## config.mk

```make
export PLATFORM = sky130hd
export DESIGN_NAME = axi_rd_arbiter
export DESIGN_NICKNAME = d
export VERILOG_FILES = /design/src/rtl/axi_rd_arbiter.sv
export SDC_FILE = /design/constraint.sdc
export NUM_CORES = 1
export LEC_CHECK = 0
export CORE_MARGIN = 1
export CORE_UTILIZATION = 32
export DETAILED_ROUTE_END_ITERATION = 8
export PLACE_DENSITY = 0.86
export SLEW_MARGIN = 5
export SYNTH_ARGS = -nofsm -noshare
export SYNTH_HDL_FRONTEND = slang
export SYNTH_SLANG_ARGS = --single-unit
```

## constraint.sdc

```tcl
create_clock -name aclk -period 2.7 [get_ports aclk]
set_input_delay 0.405 -clock aclk [delete_from_list [all_inputs] [get_ports aclk]]
set_output_delay 0.405 -clock aclk [all_outputs]
set_load 0.01 [all_outputs]
```

## src/rtl/axi_rd_arbiter.sv

```systemverilog
// Read-channel arbiter: schedules inst/data sram-like reads onto one AXI AR/R pair,
// tags them by ARID, tracks outstanding reads per ID and steers R beats back by RID.
module axi_rd_arbiter #(
  parameter int         MAX_OUTS  = 2,
  parameter logic [3:0] ARID_INST = 4'h0,
  parameter logic [3:0] ARID_DATA = 4'h1
) (
  input  logic        aclk,
  input  logic        aresetn,
  input  logic        inst_req,
  input  logic [31:0] inst_addr,
  input  logic [1:0]  inst_size,
  output logic        inst_addr_ok,
  output logic        inst_data_ok,
  output logic [31:0] inst_rdata,
  input  logic        data_req,
  input  logic [31:0] data_addr,
  input  logic [1:0]  data_size,
  output logic        data_addr_ok,
  output logic        data_data_ok,
  output logic [31:0] data_rdata,
  input  logic        wr_busy,
  input  logic [31:0] wr_addr,
  output logic [3:0]  arid,
  output logic [31:0] araddr,
  output logic [2:0]  arsize,
  output logic        arvalid,
  input  logic        arready,
  input  logic [3:0]  rid,
  input  logic [31:0] rdata,
  input  logic        rvalid,
  output logic        rready
);

  typedef enum logic {IDLE, AR_SEND} state_t;

  localparam logic [2:0] MAX_CNT = 3'(MAX_OUTS);

  state_t     state, state_nxt;
  logic [2:0] cnt_inst, cnt_data;
  logic       raw, data_cand, inst_cand;
  logic       grant_data, grant_inst;
  logic       beat_inst, beat_data;
  logic       unused_wr_lsb;

  assign unused_wr_lsb = ^wr_addr[1:0];

  // Store hazard is word-granular, so byte-lane bits are ignored.
  assign raw       = wr_busy & (wr_addr[31:2] == data_addr[31:2]);
  assign data_cand = data_req & (cnt_data < MAX_CNT) & ~raw;
  assign inst_cand = inst_req & (cnt_inst < MAX_CNT);

  // NOTE: sequential state uses non-blocking (<=) so every register samples
  // pre-edge values; combinational blocks use blocking (=).
  always_ff @(posedge aclk or negedge aresetn) begin
    if (!aresetn) state <= IDLE;
    else          state <= state_nxt;
  end

  // NOTE: every always_comb output gets a default first so no latch is inferred.
  always_comb begin
    state_nxt = state;
    case (state)
      IDLE:    if (grant_data || grant_inst) state_nxt = AR_SEND;
      AR_SEND: if (arready)                  state_nxt = IDLE;
      default: state_nxt = IDLE;
    endcase
  end

  // Grants are gated by aresetn so addr_ok stays low while reset is held.
  always_comb begin
    arvalid    = 1'b0;
    grant_data = 1'b0;
    grant_inst = 1'b0;
    case (state)
      IDLE: begin
        grant_data = aresetn & data_cand;
        grant_inst = aresetn & inst_cand & ~data_cand;
      end
      AR_SEND: arvalid = 1'b1;
      default: ;
    endcase
  end

  assign data_addr_ok = grant_data;
  assign inst_addr_ok = grant_inst;

  always_ff @(posedge aclk or negedge aresetn) begin
    if (!aresetn) begin
      arid   <= 4'h0;
      araddr <= 32'h0;
      arsize <= 3'b000;
    end else if (grant_data) begin
      arid   <= ARID_DATA;
      araddr <= data_addr;
      arsize <= {1'b0, data_size};
    end else if (grant_inst) begin
      arid   <= ARID_INST;
      araddr <= inst_addr;
      arsize <= {1'b0, inst_size};
    end
  end

  always_ff @(posedge aclk or negedge aresetn) begin
    if (!aresetn) rready <= 1'b0;
    else          rready <= 1'b1;
  end

  // A beat for an ID with nothing outstanding is swallowed without data_ok.
  assign beat_inst = rvalid & rready & (rid == ARID_INST) & (cnt_inst != 3'd0);
  assign beat_data = rvalid & rready & (rid == ARID_DATA) & (cnt_data != 3'd0);

  assign inst_data_ok = beat_inst;
  assign data_data_ok = beat_data;
  assign inst_rdata   = rdata;
  assign data_rdata   = rdata;

  always_ff @(posedge aclk or negedge aresetn) begin
    if (!aresetn) begin
      cnt_inst <= 3'd0;
      cnt_data <= 3'd0;
    end else begin
      case ({grant_inst, beat_inst})
        2'b10:   cnt_inst <= cnt_inst + 3'd1;
        2'b01:   cnt_inst <= cnt_inst - 3'd1;
        default: cnt_inst <= cnt_inst;
      endcase
      case ({grant_data, beat_data})
        2'b10:   cnt_data <= cnt_data + 3'd1;
        2'b01:   cnt_data <= cnt_data - 3'd1;
        default: cnt_data <= cnt_data;
      endcase
    end
  end

endmodule

```

==> results by group, run 1 <==
Yosys
  – Main synth FF type: dfrtp_1
  – #FFs+latches synth: 43
  – Number of synthesized flops with an enable pin: 0
  – Gate Count Post-Synth: 273
  – Synth area leaders: dfrtp_1 (37%), buf_4 (19%), a221o_1 (10%)
  – Yosys top cell by area: dfrtp_1
  – Mapped Area: 2880 sq um
  – Syn_area_per_cell: about 11 sq um
  – Yosys warning count: 0
  – Most common cell in the netlist: buf_4
  – Asr flop ratio synth: 100%
  – Yosys top cell area share: 37.4%
  – Yosys cell types: 29
  – Register area share after synthesis: 37.4%
  – Top post-synthesis cells by count: buf_4 (71), dfrtp_1 (43), and3_1 (34), a221o_1 (29), xor2_1 (19)

Timing
  – Max-slew headroom: 60.7%
  – Max-slew violations: 0
  – Clock Skew: approximately 0.0066 ns
  – Max frequency: 0.387 GHz
  – Fin crit share: 95.8%
  – # setup viols final: 0
  – Final hold slack: 0.213 ns
  – Slew @ Worst Pin: 0.590 ns
  – Final Hold Viols: 0
  – Min cycle time layout: between 2 and 3 ns

Die
  – I/O Pins: 252
  – Die H: 96.8 um
  – Core Area: 8720 sq um
  – Std-Cell Rows: 34
  – DIE AREA: between 9000 and 10000 sq um
  – Initial core utilization: 33.0%
  – Die X-Extent: 96.8 um

Placed design
  – DP Area: a little over 4000 sq um
  – Routability Congestion: 0.809
  – Post-DP HPWL: between 6000 and 7000 um
  – I/O Buffers: between 100 and 150

Detailed routing
  – Post-DRT Antenna Nets: 0
  – Final WL: between 9000 and 10000 um
  – DRT Pass-1 Iters: 6
  – Routed vias: 2459
  – WL per Instance: 19.4 um
  – Drc violations: 0
  – 1st-iter DRT viols: 80
  – Via-to-Cell Ratio: 5.07

Critical path
  – Req. time, crit path: 2.93 ns
  – Critical Path Stages: 13
  – R2R depth: 10
  – CP max stage delay: 0.55 ns
  – Crit-path most repeated cell: xor2_1
  – Buffers and inverters on the worst path: 3
  – Worst Path Class, Setup: input pin to register
  – CP Launch Type: input pin
  – Worst reg2reg startpoint: rready
  – Worst Path Max Fanout: 3
  – Reg-to-Reg End: cnt_inst[2]
  – CP Launch Point: wr_addr[27]
  – Crit. End Element: register
  – Crit-path slowest cell: or4_4
  – CP endpoint: cnt_data[2]
  – Critical path, cell by cell: clkdlybuf4s15_1, xnor2_2, nand4_1, or4_4, nor2_4, nor3b_4, inv_4, ha_4, inv_2, fa_2, xor2_1, nor2_1, xor2_1
  – Flop-to-flop setup slack: 0.53 ns
  – CP delay by family, top: simple AND/OR/NAND/NOR gates
  – Data arrival time of the critical path: between 2 and 3 ns

Clock tree
  – CTS tree: yes
  – Worst skew pair latency: ~0.3 ns
  – Cts bufs inserted: 5
  – Root Driver: clkbuf_8
  – H-tree depth: 2
  – Hold_buf cts: 0
  – # clock sinks: 43
  – Clock Tree Buf Depth: 2
  – Clock input transition at the sequential cells of the worst setup and hold paths: 0.09 ns

Global route
  – Global route overflow: 0
  – GRT Util Overall: between 15 and 20%
  – Largest net degree at the start of global routing: 44
  – Vias in the first global route: between 2000 and 3000
  – Initial antenna violation count: 0
  – First-pass GRT wire length: 14500 um

Power and ir drop
  – Leakage power total: 2.13 nW
  – Comb pwr share: between 40% and 50%
  – Sw Pwr: around 1.1 mW
  – Internal: between 2 and 2.5 mW
  – Peak supply drop: roughly 460 uV
  – Overall power: about 3.3 mW
  – Flop pwr share: approximately a third
  – Clk network pwr share: 16.1%
  – Switching share of power: 33.0%
  – PwrDens: 752 nW/um^2

Layout
  – Layout cells sized above 1: about 18%
  – Area Overhead vs Synth: 51.6%
  – Fill cells: 780
  – Reg area: 1080 sq um
  – Final instance area: 4360 sq um
  – Footprint of the multi-input gates: 1320 sq um
  – Final net count: 523
  – N_diodes: 0

Hold path
  – Worst min path class: input pin to asynchronous set/reset pin

Outcome
  – Run status: complete, no violations

Run
  – Number of max-cap violations: 0
power groups by stage:
stage	combinational (mW)	sequential (mW)	clock, mW
3_5_place_dp	1.63	1.11	0
6_report	1.63	1.12	0.529
2_1_floorplan	0.769	1.20	0
3_3_place_gp	1.58	1.11	0
5_1_grt	1.76	1.15	0.572
4_1_cts	1.64	1.11	0.534
layout by cell type, fill, tap and decap left out, types with 2 or more instances in the layout:
cell             synthesis  layout
xor2_2                   0       3
nand4_1                  5       5
clkdlybuf4s15_1          0       5
clkbuf_8                 0       5
inv_2                    0       2
xnor2_2                  0      11
mux2i_1                  2       2
a221o_2                  5       5
nand3_1                  2       2
buf_4                   71      25
conb_1                   2       5
fa_2                     0       2
inv_1                    7       5
dfrtp_1                 43      43
dlygate4sd2_1            0      25
a221o_1                 29      29
xor2_1                  19      16
clkdlybuf4s50_1          0      98
nand2_1                  4       4
xnor2_1                 17       6
dlymetal6s2s_1           0      19
nor4_2                   0       3
and3_1                  34      34
nor2_1                   4       4
cell families after synthesis:
group                    count (synthesis)  synth area share [%]
AND/OR/NAND/NOR                         61                  12.9
buffers and inverters                   89                  22.8
multiplexers                             2                 0.696
other                                    2                 0.261
AO/OA/AOI/OAI                           36                  12.7
XOR/XNOR                                36                  11.0
flip-flops                              43                  37.4
adder cells (fa/ha/maj)                  4                  2.26
worst min path at each step:
stage                 from          end  slack [ns]  cells past startpoint
4_1_cts            aresetn   araddr[29]        0.23                      2
3_5_place_dp   cnt_data[2]  cnt_data[2]        0.49                      1
2_1_floorplan      aresetn    araddr[0]        0.11                      0
3_3_place_gp       arid[0]      arid[0]        0.46                      2
6_report           aresetn   araddr[27]        0.21                      2
5_1_grt            aresetn    araddr[2]        0.25                      2
timing repair:
action	in CTS	in global routing
setup buffers	1	2
pin swaps	18	26
setup endpoints to repair	6	5
gates resized for setup	52	33
state kept, by name (all words and copies together), names as in the netlist:
signal	cells
state	1
cnt_inst	3
arid	1
cnt_data	3
arsize	2
rready	1
araddr	32
per-stage QoR:
| step | setup TNS (ns) | setup WS (ns) | instances | util (%) |
|---|---|---|---|---|
| final | 0 | 0.113 | 485 | 50.0 |
| after global routing | -0.00585 | -0.00585 | 485 | 50.0 |
| after CTS | 0 | 0.0136 | 486 | 49.1 |
| after detailed placement | -12.59 | -0.639 | 478 | 46.8 |
| after global placement | -10.58 | -0.537 | 478 | 46.8 |
| after floorplan | 0 | 0.0246 | 276 | - |
metal layers:
metal,vias up,track usage [%],routed length [um]
met5,-,0,0
met4,0,9.18,295
met3,32,4.70,571
met2,124,35.3,4910
met1,1204,21.9,3640
li1,1099,-,-
final cells by class:
class | count | area share (%)
multi-input cells | 144 | 30.3
clock buffers | 5 | 1.58
repair buffers | 174 | 38.6
inverters | 8 | 0.746
well taps | 108 | 3.10
flip-flops and latches | 43 | 24.7
clock inverters | 3 | 1.00
Power figures use the tool's default switching activity.
==> inputs of run 2 (changes only) <==
- clock period: 2.7 -> 2.6 ns (I/O delays scaled with it)
==> results by group, run 2 (same netlist as run 1, synthesis figures left out) <==
Die
  – I/O Pins: 252 (unchanged)
  – Std-Cell Rows: 34 (unchanged)
  – Initial core utilization: 33.0% (unchanged)
  – Core Area: 8720 sq um (unchanged)
  – Die X-Extent: 96.8 um (unchanged)
  – Die H: 96.8 um (unchanged)
  – DIE AREA: 9380 sq um (unchanged)

Critical path
  – CP Launch Type: input pin (unchanged)
  – R2R depth: 11 (was 10)
  – Data arrival time of the critical path: 2.73 ns (was 2.82 ns)
  – Req. time, crit path: 2.78 ns (was 2.93 ns)
  – Worst Path Class, Setup: input pin to register (unchanged)
  – CP Launch Point: data_addr[27] (was wr_addr[27])
  – Crit. End Element: register (unchanged)
  – Reg-to-Reg End: cnt_inst[2] (unchanged)
  – Worst Path Max Fanout: 4 (was 3)
  – Worst reg2reg startpoint: rready (unchanged)
  – Flop-to-flop setup slack: 0.44 ns (was 0.53 ns)

Power and ir drop
  – Sw Pwr: 1.13 mW (was 1.08 mW)
  – Switching share of power: 34.0% (was 33.0%)
  – Comb pwr share: 51.0% (was 49.9%)
  – PwrDens: 781 nW/um^2 (was 752 nW/um^2)
  – Leakage power total: 2.04 nW (was 2.13 nW)
  – Peak supply drop: 407 uV (was 458 uV)
  – Clk network pwr share: 14.5% (was 16.1%)
  – Flop pwr share: 34.5% (was 34.0%)
  – Internal: 2.20 mW (about the same)

Run
  – Number of max-cap violations: 0 (unchanged)

Clock tree
  – H-tree depth: 2 (unchanged)
  – # clock sinks: 43 (unchanged)
  – Worst skew pair latency: 0.31 ns (was 0.30 ns)
  – Clock input transition at the sequential cells of the worst setup and hold paths: 0.10 ns (was 0.09 ns)
  – Cts bufs inserted: 5 (unchanged)
  – Root Driver: clkbuf_8 (unchanged)
  – CTS tree: yes (unchanged)
  – Clock Tree Buf Depth: 2 (unchanged)

Placed design
  – DP Area: 4120 sq um (was 4080 sq um)
  – I/O Buffers: 149 (unchanged)
  – Routability Congestion: 0.848 (was 0.809)
  – Cells after DPL: 479 (was 478)
  – Post-DP HPWL: 7510 um (was 6780 um)

Timing
  – Fin crit share: 98.0%
  – Final Hold Viols: 0 (unchanged)
  – Clock Skew: 0.0159 ns (was 0.00657 ns)
  – Max frequency: 0.392 GHz
  – Max-slew headroom: 61.2% (was 60.7%)
  – Slew @ Worst Pin: 0.582 ns (was 0.590 ns)
  – RSZ-0062 raised after global routing: true
  – # setup viols final: 0 (unchanged)
  – Min cycle time layout: 2.55 ns
  – Max-slew violations: 0 (unchanged)

Detailed routing
  – Final WL: 9920 um (was 9420 um)
  – Routed vias: 2477 (was 2459)
  – Post-DRT Antenna Nets: 0 (unchanged)
  – 1st-iter DRT viols: 65 (was 80)
  – WL per Instance: 20.3 um (was 19.4 um)
  – DRT Pass-1 Iters: 4 (was 6)
  – Via-to-Cell Ratio: 5.08 (was 5.07)
  – Drc violations: 0 (unchanged)

Layout
  – Final instance area: 4270 sq um (was 4360 sq um)
  – N_diodes: 0 (unchanged)
  – Max reg flops: 32 (unchanged)
  – Layout cells sized above 1: 21.8% (was 18.3%)
  – Commonest non-fill, non-tap cell in the layout: clkdlybuf4s50_1 (unchanged)
  – Most frequent cells in the layout: clkdlybuf4s50_1 (90), dfrtp_1 (43), and3_1 (34) (was clkdlybuf4s50_1 (98), dfrtp_1 (43), and3_1 (34))
  – Largest Register: araddr (unchanged)
  – Non-Filler Instances: 488 (was 485)
  – Area Overhead vs Synth: 48.4% (was 51.6%)
  – Final net count: 526 (was 523)
  – Fill cells: 827 (was 780)
  – Top flop regs: araddr: 32 flops, cnt_data: 3 flops, cnt_inst: 3 flops (unchanged)

Global route
  – Initial antenna violation count: 0 (unchanged)
  – Vias in the first global route: 2796 (was 2844)
  – First-pass GRT wire length: 15200 um (was 14500 um)
  – Largest net degree at the start of global routing: 44 (unchanged)
  – GRT Util Overall: 20.9% (was 19.7%)
  – Global route overflow: 0 (unchanged)

Outcome
  – Run status: complete, no violations (unchanged)

Hold path
  – Worst min path class: input pin to asynchronous set/reset pin (unchanged)
[run 2: cell types whose count changed in the layout (fill, tap and decap cells not counted), moves of 2 or more]
| cell | delta |
|---|---|
| xnor2_1 | +6 |
| clkdlybuf4s15_1 | +4 |
| clkdlybuf4s15_2 | +2 |
| dlygate4sd2_1 | -7 |
| xnor2_2 | -6 |
| clkdlybuf4s50_1 | -8 |
| dlymetal6s2s_1 | -7 |
| clkbuf_2 | +15 |
[run 2: timing repair]
item	CTS	global route
buffers inserted	2	1
setup endpoints to repair	42	6
pin swaps	31	33
gates resized for setup	79	47
hold buffers	0	0
[run 2: routing by layer]
metal	GRT usage [%]	part of all wire (%)
met2	38.0	53
met3	5.27	6.3
met4	6.89	2.5
met5	0	0
met1	23.7	38
[run 2: layout make-up]
cell class	count	area, sq um	area share, %
clock inverter	2	16.3	0.381
sequential	43	1080	25.2
timing repair buffer	177	1640	38.4
clock buffer	6	82.6	1.93
inverter	8	35.0	0.820
tap	108	135	3.16
multi-input combinational	144	1290	30.1
[run 2: worst max-delay path: stages]
cell and delay (ns):
clkbuf_2 0.11, xnor2_2 0.25, nand4_1 0.13, or4_4 0.56, nor2_4 0.16, buf_6 0.12
o21ba_4 0.17, inv_2 0.05, ha_4 0.16, inv_4 0.05, fa_2 0.19, xor2_1 0.16
nor2_1 0.07, xor2_1 0.16
[run 2: how the worst max path moves through the flow]
stage,cells after the start,slack (ns),endpoint
5_1_grt,14,-0.02,cnt_inst[2]
3_3_place_gp,13,-0.69,cnt_data[2]
2_1_floorplan,13,0.002,cnt_data[2]
3_5_place_dp,14,-0.78,cnt_data[2]
6_report,14,0.05,cnt_inst[2]
4_1_cts,15,-0.0004,cnt_inst[2]
[run 2: power by group through the flow]
stage / combinational [mW] / sequential (mW) / clock (mW)
5_1_grt: 1.83 / 1.19 / 0.528
3_3_place_gp: 1.67 / 1.13 / 0
3_5_place_dp: 1.72 / 1.15 / 0
6_report: 1.70 / 1.15 / 0.485
4_1_cts: 1.72 / 1.15 / 0.502
2_1_floorplan: 0.806 / 1.24 / 0
[run 2: metrics by stage]
stage	utilization (%)	setup WS, ns	total power, mW	TNS (ns)	hold WS [ns]
2_1_floorplan	-	0.00172	2.05	0	0.0944
3_3_place_gp	47.2	-0.692	2.80	-19.71	0.464
3_5_place_dp	47.2	-0.779	2.87	-20.77	0.481
4_1_cts	48.9	-0.000410	3.36	-0.000410	0.205
5_1_grt	49.0	-0.0171	3.54	-0.0171	0.218
6_report	49.0	0.0508	3.34	0	0.182
